$ cat config.mk
export PLATFORM = sky130hd
export DESIGN_NAME = handshake_arr_responder_flat
export DESIGN_NICKNAME = d
export VERILOG_FILES = /design/src/rtl/handshake_arr_responder_pkg.sv /design/src/rtl/handshake_arr_responder_if.sv /design/src/rtl/handshake_rr_arbiter.sv /design/src/rtl/handshake_arr_responder.sv /design/src/flat_wrapper.sv
export SDC_FILE = /design/constraint.sdc
export NUM_CORES = 1
export LEC_CHECK = 0
export BUFFER_PORTS_ARGS = -buffer_cell sky130_fd_sc_hd__buf_2
export CAP_MARGIN = 20
export CORE_ASPECT_RATIO = 0.7
export CORE_UTILIZATION = 60
export CTS_CLUSTER_DIAMETER = 60
export DETAILED_ROUTE_END_ITERATION = 6
export PLACE_DENSITY = 0.82
export RECOVER_POWER = 50
export REMOVE_ABC_BUFFERS = 1
export SLEW_MARGIN = 20
export SYNTH_ARGS = -nofsm -noshare
export SYNTH_HDL_FRONTEND = slang
export SYNTH_SLANG_ARGS = --single-unit
$ cat constraint.sdc
create_clock -name CLK -period 6.2 [get_ports CLK]
set_clock_uncertainty 0.05 [all_clocks]
set_input_delay 0.62 -clock CLK [delete_from_list [all_inputs] [get_ports CLK]]
set_output_delay 0.62 -clock CLK [all_outputs]
set_load 0.02 [all_outputs]
$ cat src/rtl/handshake_arr_responder_pkg.sv
// Shared types and sizing for the handshake_arr responder: lane index, FIFO entry
// layout and the reduction flag stored alongside each buffered word.
package handshake_pkg;

  localparam int NUM_LANES = 3;
  localparam int WIDTH     = 4;
  localparam int DEPTH     = 4;

  localparam int LANE_W = $clog2(NUM_LANES);
  localparam int PTR_W  = $clog2(DEPTH);
  localparam int CNT_W  = PTR_W + 1;

  typedef logic [LANE_W-1:0] lane_idx_t;

  typedef struct packed {
    lane_idx_t        lane;
    logic [WIDTH-1:0] data;
    logic             flag;
  } hs_entry_t;

  // Nonzero and all ones; evaluated once at push time and stored with the word.
  function automatic logic reduce_flag(input logic [WIDTH-1:0] data);
    return (|data) && (&data);
  endfunction

endpackage

$ cat src/rtl/handshake_arr_responder_if.sv
// Bundle of the producer lanes and the single downstream ready/valid port.
// The responder uses the slave modport; whoever drives the lanes uses master.
interface handshake_arr_responder_if;
  import handshake_pkg::*;

  logic [NUM_LANES-1:0]       handshake_arr_valid;
  logic [NUM_LANES*WIDTH-1:0] handshake_arr_data;
  logic [NUM_LANES-1:0]       handshake_arr_ready;
  logic                       out_valid;
  logic                       out_ready;
  logic [WIDTH-1:0]           out_data;
  lane_idx_t                  out_lane;
  logic                       out_flag;
  logic [CNT_W-1:0]           fifo_count;
  logic [NUM_LANES-1:0]       proto_err;

  modport master (
    output handshake_arr_valid, handshake_arr_data, out_ready,
    input  handshake_arr_ready, out_valid, out_data, out_lane, out_flag,
           fifo_count, proto_err
  );

  modport slave (
    input  handshake_arr_valid, handshake_arr_data, out_ready,
    output handshake_arr_ready, out_valid, out_data, out_lane, out_flag,
           fifo_count, proto_err
  );

endinterface

$ cat src/rtl/handshake_rr_arbiter.sv
// Round-robin lane arbiter: grants the first requesting lane at or after the
// pointer, and moves the pointer past the grantee only when a transfer happens.
module handshake_rr_arbiter
  import handshake_pkg::*;
(
  input  logic                 clk_i,
  input  logic                 rst_ni,
  input  logic [NUM_LANES-1:0] req_i,
  input  logic                 enable_i,
  input  logic                 accept_i,
  output logic [NUM_LANES-1:0] grant_o,
  output lane_idx_t            grant_idx_o
);

  lane_idx_t ptr_q, ptr_d;
  lane_idx_t cand;
  logic      found;

  always_comb begin
    grant_o     = '0;
    grant_idx_o = '0;
    found       = 1'b0;
    cand        = '0;
    for (int k = 0; k < NUM_LANES; k++) begin
      cand = lane_idx_t'((int'(ptr_q) + k) % NUM_LANES);
      if (enable_i && !found && req_i[cand]) begin
        found          = 1'b1;
        grant_o[cand]  = 1'b1;
        grant_idx_o    = cand;
      end
    end
  end

  always_comb begin
    ptr_d = ptr_q;
    if (accept_i) begin
      ptr_d = (grant_idx_o == lane_idx_t'(NUM_LANES - 1)) ? '0
                                                          : grant_idx_o + lane_idx_t'(1);
    end
  end

  always_ff @(posedge clk_i or negedge rst_ni) begin
    if (!rst_ni) begin
      ptr_q <= '0;
    end else begin
      ptr_q <= ptr_d;
    end
  end

endmodule

$ cat src/rtl/handshake_arr_responder.sv
// Consumer end of the handshake_arr lanes: round-robin accept into a small FIFO,
// tag each word with lane and flag, and record producer protocol violations.
module handshake_arr_responder
  import handshake_pkg::*;
(
  input  logic                     CLK,
  input  logic                     ASYNCRESETN,
  handshake_arr_responder_if.slave hs
);

  logic [NUM_LANES-1:0] grant;
  lane_idx_t            grantIdx;
  logic                 notFull;
  logic                 push;
  logic                 pop;
  hs_entry_t            pushEntry;

  hs_entry_t        mem_q [DEPTH];
  logic [PTR_W-1:0] wrPtr_q, rdPtr_q;
  logic [CNT_W-1:0] count_q, count_d;

  logic [WIDTH-1:0]     laneData [NUM_LANES];
  logic [WIDTH-1:0]     capData_q [NUM_LANES];
  logic [NUM_LANES-1:0] pending_q, pending_d;
  logic [NUM_LANES-1:0] protoErr_q, protoErr_d;

  always_comb begin
    for (int i = 0; i < NUM_LANES; i++) begin
      laneData[i] = hs.handshake_arr_data[i*WIDTH +: WIDTH];
    end
  end

  // No full-pass-through: a pop in the same cycle never opens a lane while full.
  assign notFull = (count_q != CNT_W'(DEPTH));

  handshake_rr_arbiter u_arbiter (
    .clk_i       (CLK),
    .rst_ni      (ASYNCRESETN),
    .req_i       (hs.handshake_arr_valid),
    .enable_i    (notFull && ASYNCRESETN),
    .accept_i    (push),
    .grant_o     (grant),
    .grant_idx_o (grantIdx)
  );

  assign hs.handshake_arr_ready = grant;
  assign push = |(grant & hs.handshake_arr_valid);
  assign pop  = (count_q != '0) && hs.out_ready;

  always_comb begin
    pushEntry      = '0;
    pushEntry.lane = grantIdx;
    pushEntry.data = laneData[grantIdx];
    pushEntry.flag = reduce_flag(laneData[grantIdx]);
  end

  always_comb begin
    count_d = count_q;
    case ({push, pop})
      2'b10:   count_d = count_q + CNT_W'(1);
      2'b01:   count_d = count_q - CNT_W'(1);
      default: count_d = count_q;
    endcase
  end

  always_ff @(posedge CLK or negedge ASYNCRESETN) begin
    if (!ASYNCRESETN) begin
      for (int i = 0; i < DEPTH; i++) begin
        mem_q[i] <= '0;
      end
      wrPtr_q <= '0;
      rdPtr_q <= '0;
      count_q <= '0;
    end else begin
      if (push) begin
        mem_q[wrPtr_q] <= pushEntry;
        wrPtr_q        <= wrPtr_q + PTR_W'(1);
      end
      if (pop) begin
        rdPtr_q <= rdPtr_q + PTR_W'(1);
      end
      count_q <= count_d;
    end
  end

  // A lane left waiting at the last edge must hold valid and data until accepted.
  always_comb begin
    protoErr_d = protoErr_q;
    pending_d  = '0;
    for (int i = 0; i < NUM_LANES; i++) begin
      if (pending_q[i] && (!hs.handshake_arr_valid[i] || (laneData[i] != capData_q[i]))) begin
        protoErr_d[i] = 1'b1;
      end
      pending_d[i] = hs.handshake_arr_valid[i] && !grant[i];
    end
  end

  always_ff @(posedge CLK or negedge ASYNCRESETN) begin
    if (!ASYNCRESETN) begin
      for (int i = 0; i < NUM_LANES; i++) begin
        capData_q[i] <= '0;
      end
      pending_q  <= '0;
      protoErr_q <= '0;
    end else begin
      for (int i = 0; i < NUM_LANES; i++) begin
        capData_q[i] <= laneData[i];
      end
      pending_q  <= pending_d;
      protoErr_q <= protoErr_d;
    end
  end

  assign hs.out_valid  = (count_q != '0);
  assign hs.out_data   = mem_q[rdPtr_q].data;
  assign hs.out_lane   = mem_q[rdPtr_q].lane;
  assign hs.out_flag   = mem_q[rdPtr_q].flag;
  assign hs.fifo_count = count_q;
  assign hs.proto_err  = protoErr_q;

  always_ff @(posedge CLK) begin
    if (ASYNCRESETN) begin
      assert ($onehot0(hs.handshake_arr_ready));
      assert (count_q <= CNT_W'(DEPTH));
    end
  end

endmodule

$ cat src/flat_wrapper.sv
// flat-port wrapper written by rule: the top's interface ports become plain ports
module handshake_arr_responder_flat import handshake_pkg::*;
  (CLK, ASYNCRESETN, hs_handshake_arr_valid, hs_handshake_arr_data, hs_out_ready, hs_handshake_arr_ready, hs_out_valid, hs_out_data, hs_out_lane, hs_out_flag, hs_fifo_count, hs_proto_err);
  handshake_arr_responder_if hs_i ();
  input  logic CLK;
  input  logic ASYNCRESETN;
  input wire logic [$bits(hs_i.handshake_arr_valid)-1:0] hs_handshake_arr_valid;
  input wire logic [$bits(hs_i.handshake_arr_data)-1:0] hs_handshake_arr_data;
  input wire logic [$bits(hs_i.out_ready)-1:0] hs_out_ready;
  output wire logic [$bits(hs_i.handshake_arr_ready)-1:0] hs_handshake_arr_ready;
  output wire logic [$bits(hs_i.out_valid)-1:0] hs_out_valid;
  output wire logic [$bits(hs_i.out_data)-1:0] hs_out_data;
  output wire logic [$bits(hs_i.out_lane)-1:0] hs_out_lane;
  output wire logic [$bits(hs_i.out_flag)-1:0] hs_out_flag;
  output wire logic [$bits(hs_i.fifo_count)-1:0] hs_fifo_count;
  output wire logic [$bits(hs_i.proto_err)-1:0] hs_proto_err;
  assign hs_i.handshake_arr_valid = hs_handshake_arr_valid;
  assign hs_i.handshake_arr_data = hs_handshake_arr_data;
  assign hs_i.out_ready = hs_out_ready;
  assign hs_handshake_arr_ready = hs_i.handshake_arr_ready;
  assign hs_out_valid = hs_i.out_valid;
  assign hs_out_data = hs_i.out_data;
  assign hs_out_lane = hs_i.out_lane;
  assign hs_out_flag = hs_i.out_flag;
  assign hs_fifo_count = hs_i.fifo_count;
  assign hs_proto_err = hs_i.proto_err;
  handshake_arr_responder u_core (.CLK(CLK), .ASYNCRESETN(ASYNCRESETN), .hs(hs_i));
endmodule
==> results.md <==
Power:
- The cell area power density is 473.3 nW/um^2.
- The worst supply voltage drop on vdd is 0.0003452 V.
- In this run the static leakage power is 0.001403 uW.

Timing:
- After layout, the worst setup slack is 2.581 ns.
- The count of final hold-check violations came to 0.
- The transition time of the tightest slew-check pin is 1.121 ns.
- The setup-violating endpoint count in the final report is 0.
- Dividing the final minimum period by the clock period gives 0.5838.
- The post-route minimum period is 3.619 ns.
- The max-slew violation count is 0.
- The worst-case headroom to the max-slew limit is 0.2526.
- Setup repair after global routing left no endpoint under its margin.
- The total negative slack for setup checks is 0 ns.
- Based on the critical path, the design can be clocked at up to 276.3 MHz.

Routing:
- The final routed wirelength across all metal layers is 5691 microns.
- The wire length on met2 is 2504 microns.
- The post-route DRC violation count is 0.
- The first routing iteration left 139 violations.
- Dividing the detail-routed wire length by the instance count gives 18.01 microns.
- The number of nets with antenna violations after routing is 0.
- The wire length on met3 is 337 microns.
- The detailed router placed 1903 vias in this run.
- The highest routed metal layer is met4.
- For this run, the detailed router's first-pass iteration total came to 4.
- In the routed layout, each cell is associated on average with a via count of 6.022.
- In the final routing, the length of wire on met1 measures 2769 microns.

Yosys:
- The fraction of registers with async set or reset after synthesis is 1.000.
- The netlist area before placement is 2904 sq um.
- The netlist uses 45 different library cells.
- The share of the Yosys chip area taken by registers is 0.4739.
- The synthesized design contains 0 enable-type register cells.
- The warning count from the yosys run is 0.
- The synthesized area per cell is 12.85 sq um.
- Of the post-synthesis cell area, the dominant cell type holds 0.4739.
- The most instantiated flip-flop cell in the synthesis netlist is sky130_fd_sc_hd__dfrtp_1.
- The gate count after technology mapping is 226.
- Among all cell types in the netlist, the one instantiated most often is sky130_fd_sc_hd__dfrtp_1.
- sky130_fd_sc_hd__dfrtp_1 takes more of the synthesized area than any other cell.
- The number of flip-flops and latches in the synthesized netlist is 55.
- After synthesis, the cell types taking the most area are sky130_fd_sc_hd__dfrtp_1 47%, sky130_fd_sc_hd__mux2_2 16%, sky130_fd_sc_hd__mux4_2 5.4%, sky130_fd_sc_hd__ha_1 3.9%, sky130_fd_sc_hd__xor2_1 3.6%.
- By count the netlist is led by 55 x sky130_fd_sc_hd__dfrtp_1, 40 x sky130_fd_sc_hd__mux2_2, 12 x sky130_fd_sc_hd__xor2_1.

Worst setup path:
- The worst setup path is launched from a register.
- At the worst endpoint, the required time is 6.38 ns.
- The most common cell type on the critical path is sky130_fd_sc_hd__inv_1.
- The worst setup path is captured at a register.
- The reg-to-reg endpoint is u_core.hs.fifo_count[2]$_DFFE_PN0P_.
- Counting cells, the worst reg-to-reg path comes to 14.
- The signal on the critical path passes through inv_1 > ha_1 > mux2i_1 > o22ai_1 > nor4b_2 > a2bb2oi_2 > nand2_1 > inv_1 > ha_1 > inv_1 > fa_1 > xor2_1 > nor2_1 > xor2_1.
- On the critical path, the stage with the largest delay is an instance of sky130_fd_sc_hd__dfrtp_1.
- The maximum fanout along the worst path is 10.
- The critical path class is reg -> reg.
- The maximum single-stage delay on the critical path is 0.43 ns.
- STA puts the critical path data arrival time at 3.80 ns.
- The worst-case register-to-register setup slack is 2.58 ns.
- The launch instance of the worst register-to-register path is u_core.u_arbiter.ptr_q[1]$_DFFE_PN0P_.

Layout:
- The final layout contains 288 nets.
- For this run, the number of standard cells in the final layout without fillers is 316.
- Of the cells placed in the final design, the portion with a size suffix greater than 1 is 0.3372.
- The area growth from synthesis to final layout is 11.12%.
- The number of diodes added for antenna fixing is 0.

Place:
- Timing analysis after detailed placement gives a worst setup slack of 2.629 ns.
- The count of port buffers added during placement is 34.
- After legalization and detailed placement, the total HPWL measured 4036 microns.
- Routability-driven placement finished with a final weighted congestion of 0.8847.
- The number of instances in the placed design is 308.

Hold path:
- The type of the worst min-delay path is in -> async.

Clocking:
- The total number of H-tree levels is 2.
- The clock net in this run drives a total of 55 sinks.
- The longest clock path from root to sink contains 2 buffers.
- In this run the clock root is driven by a sky130_fd_sc_hd__clkbuf_8.
- The total clock buffers created by CTS is 5.
- TritonCTS built the clock tree.
- The number of buffers inserted to repair setup after CTS is 0.
- The clock reaches the later pin of the worst-skew pair after 0.30 ns.
- The number of hold buffers added after CTS was 0.
- Clock-pin slew was measured on the worst setup and hold paths at 0.09 ns.
- Post-CTS repair changed the size of 0 cells.

Floorplanning:
- The standard cell core area is 4479 sq um.
- The die footprint is 5126 sq um.
- After floorplanning, the core was divided into 20 placement rows.
- During I/O placement, the number of pins put on the boundary was 35.
- The initial core utilization is 0.6483.
- The vertical die dimension is 60.21 microns.
- The overall die width is 85.15 microns.

Global route:
- The number of global-route vias before repair was 1853.
- The total track usage is 0.2490.
- The largest net degree at the start of global routing is 59.
- The first global-routing pass estimated 9363 microns of wire.
- The global route total overflow is 0.
- The initial antenna violation count is 0.

Flow run:
- The max-capacitance violation count is 0.

Outcome:
- The run finished with clean final reports.
## stage by stage
step / power (uW) / hold slack, ns / utilization / cell area (sq um)
after global routing: 1622 / 0.4332 / 0.7204 / 3227
final: 1527 / 0.3883 / 0.7204 / 3227
after detailed placement: 1261 / 0.3908 / 0.6941 / 3109
after global placement: 1233 / 0.3794 / 0.6941 / 3109
after floorplan: 1076 / 0.2744 / - / 2863
after CTS: 1538 / 0.4107 / 0.7237 / 3242
## layout make-up
class / count / area (sq um)
Clock buffer: 6 / 72.57
Clock inverter: 2 / 60.06
Fill cell: 334 / 1252
Inverter: 11 / 41.29
Multi-Input combinational cell: 152 / 1445
Sequential cell: 55 / 1376
Tap cell: 55 / 68.82
Timing Repair Buffer: 35 / 162.7
## worst max path at each step
stage	cells after the start	to	start
after detailed placement	14	u_core.hs.fifo_count[2]$_DFFE_PN0P_	u_core.u_arbiter.ptr_q[1]$_DFFE_PN0P_
after floorplan	14	u_core.hs.fifo_count[2]$_DFFE_PN0P_	u_core.u_arbiter.ptr_q[1]$_DFFE_PN0P_
after global routing	14	u_core.hs.fifo_count[2]$_DFFE_PN0P_	u_core.u_arbiter.ptr_q[1]$_DFFE_PN0P_
final	14	u_core.hs.fifo_count[2]$_DFFE_PN0P_	u_core.u_arbiter.ptr_q[1]$_DFFE_PN0P_
after global placement	14	u_core.hs.fifo_count[2]$_DFFE_PN0P_	u_core.u_arbiter.ptr_q[1]$_DFFE_PN0P_
after CTS	14	u_core.hs.fifo_count[2]$_DFFE_PN0P_	u_core.u_arbiter.ptr_q[1]$_DFFE_PN0P_
## power by group
part / internal (uW) / switching [uW] / leakage [uW]
Combinational: 332 / 343 / 0.000674
Clock: 161 / 110 / 0.0000654
Sequential: 482 / 98.2 / 0.000663
## registers in the layout, summed over array words and instances (netlist names)
signal / flops
u_core.pending_q: 3
u_core.capData_q: 12
u_core.wrPtr_q: 2
u_core.u_arbiter.ptr_q: 2
u_core.mem_q: 28
u_core.hs.proto_err: 3
u_core.hs.fifo_count: 3
u_core.rdPtr_q: 2
## critical path: cells and delay by family (launching register included)
| kind | cells | cell delay, ns |
|---|---|---|
| adder cells (fa/ha/maj) | 3 | 0.93 |
| AND/OR/NAND/NOR | 3 | 0.74 |
| AO/OA/AOI/OAI | 2 | 0.50 |
| flip-flops | 1 | 0.43 |
| multiplexers | 1 | 0.35 |
| XOR/XNOR | 2 | 0.30 |
| buffers and inverters | 3 | 0.26 |
## cells by family (layout without fill, tap and decap cells)
| logic type | count (synthesis) | in the layout | share of synthesized area |
|---|---|---|---|
| buf+inv | 19 | 54 | 0.02843 |
| xor+xnor | 18 | 18 | 0.05429 |
| fa+ha+maj | 10 | 10 | 0.04567 |
| flops | 55 | 55 | 0.4739 |
| compound gates | 26 | 26 | 0.07626 |
| simple gates | 45 | 45 | 0.08962 |
| mux | 53 | 53 | 0.2318 |
## cells in the final DEF, fill, tap and decap left out, types with 3 or more instances in the layout
cell type                  synthesis  routed
sky130_fd_sc_hd__dfrtp_1          55      55
sky130_fd_sc_hd__mux2_2           40      40
sky130_fd_sc_hd__buf_2             3      22
sky130_fd_sc_hd__clkbuf_1          3      13
sky130_fd_sc_hd__xor2_1           12      12
sky130_fd_sc_hd__inv_1            10      10
sky130_fd_sc_hd__ha_1              9       9
sky130_fd_sc_hd__nor2_1            7       7
sky130_fd_sc_hd__mux4_2            7       7
sky130_fd_sc_hd__nand2_1           6       6
sky130_fd_sc_hd__xnor2_1           6       6
sky130_fd_sc_hd__mux2i_1           5       5
sky130_fd_sc_hd__nand3_1           5       5
sky130_fd_sc_hd__clkbuf_8          0       5
sky130_fd_sc_hd__nor3_1            4       4
sky130_fd_sc_hd__o21ai_0           4       4
sky130_fd_sc_hd__nor2b_1           4       4
sky130_fd_sc_hd__a21o_1            4       4
sky130_fd_sc_hd__a21boi_2          4       4
sky130_fd_sc_hd__nand2b_1          3       3
sky130_fd_sc_hd__a21oi_1           3       3
sky130_fd_sc_hd__nand4_1           3       3
## layer usage
layer / GRT usage / vias to the layer above
met2: 0.3687 / 69
met4: 0.09927 / 0
met1: 0.3592 / 946
met3: 0.05801 / 8
met5: 0 / -
li1: - / 880
(Power assumes the default switching activity.)
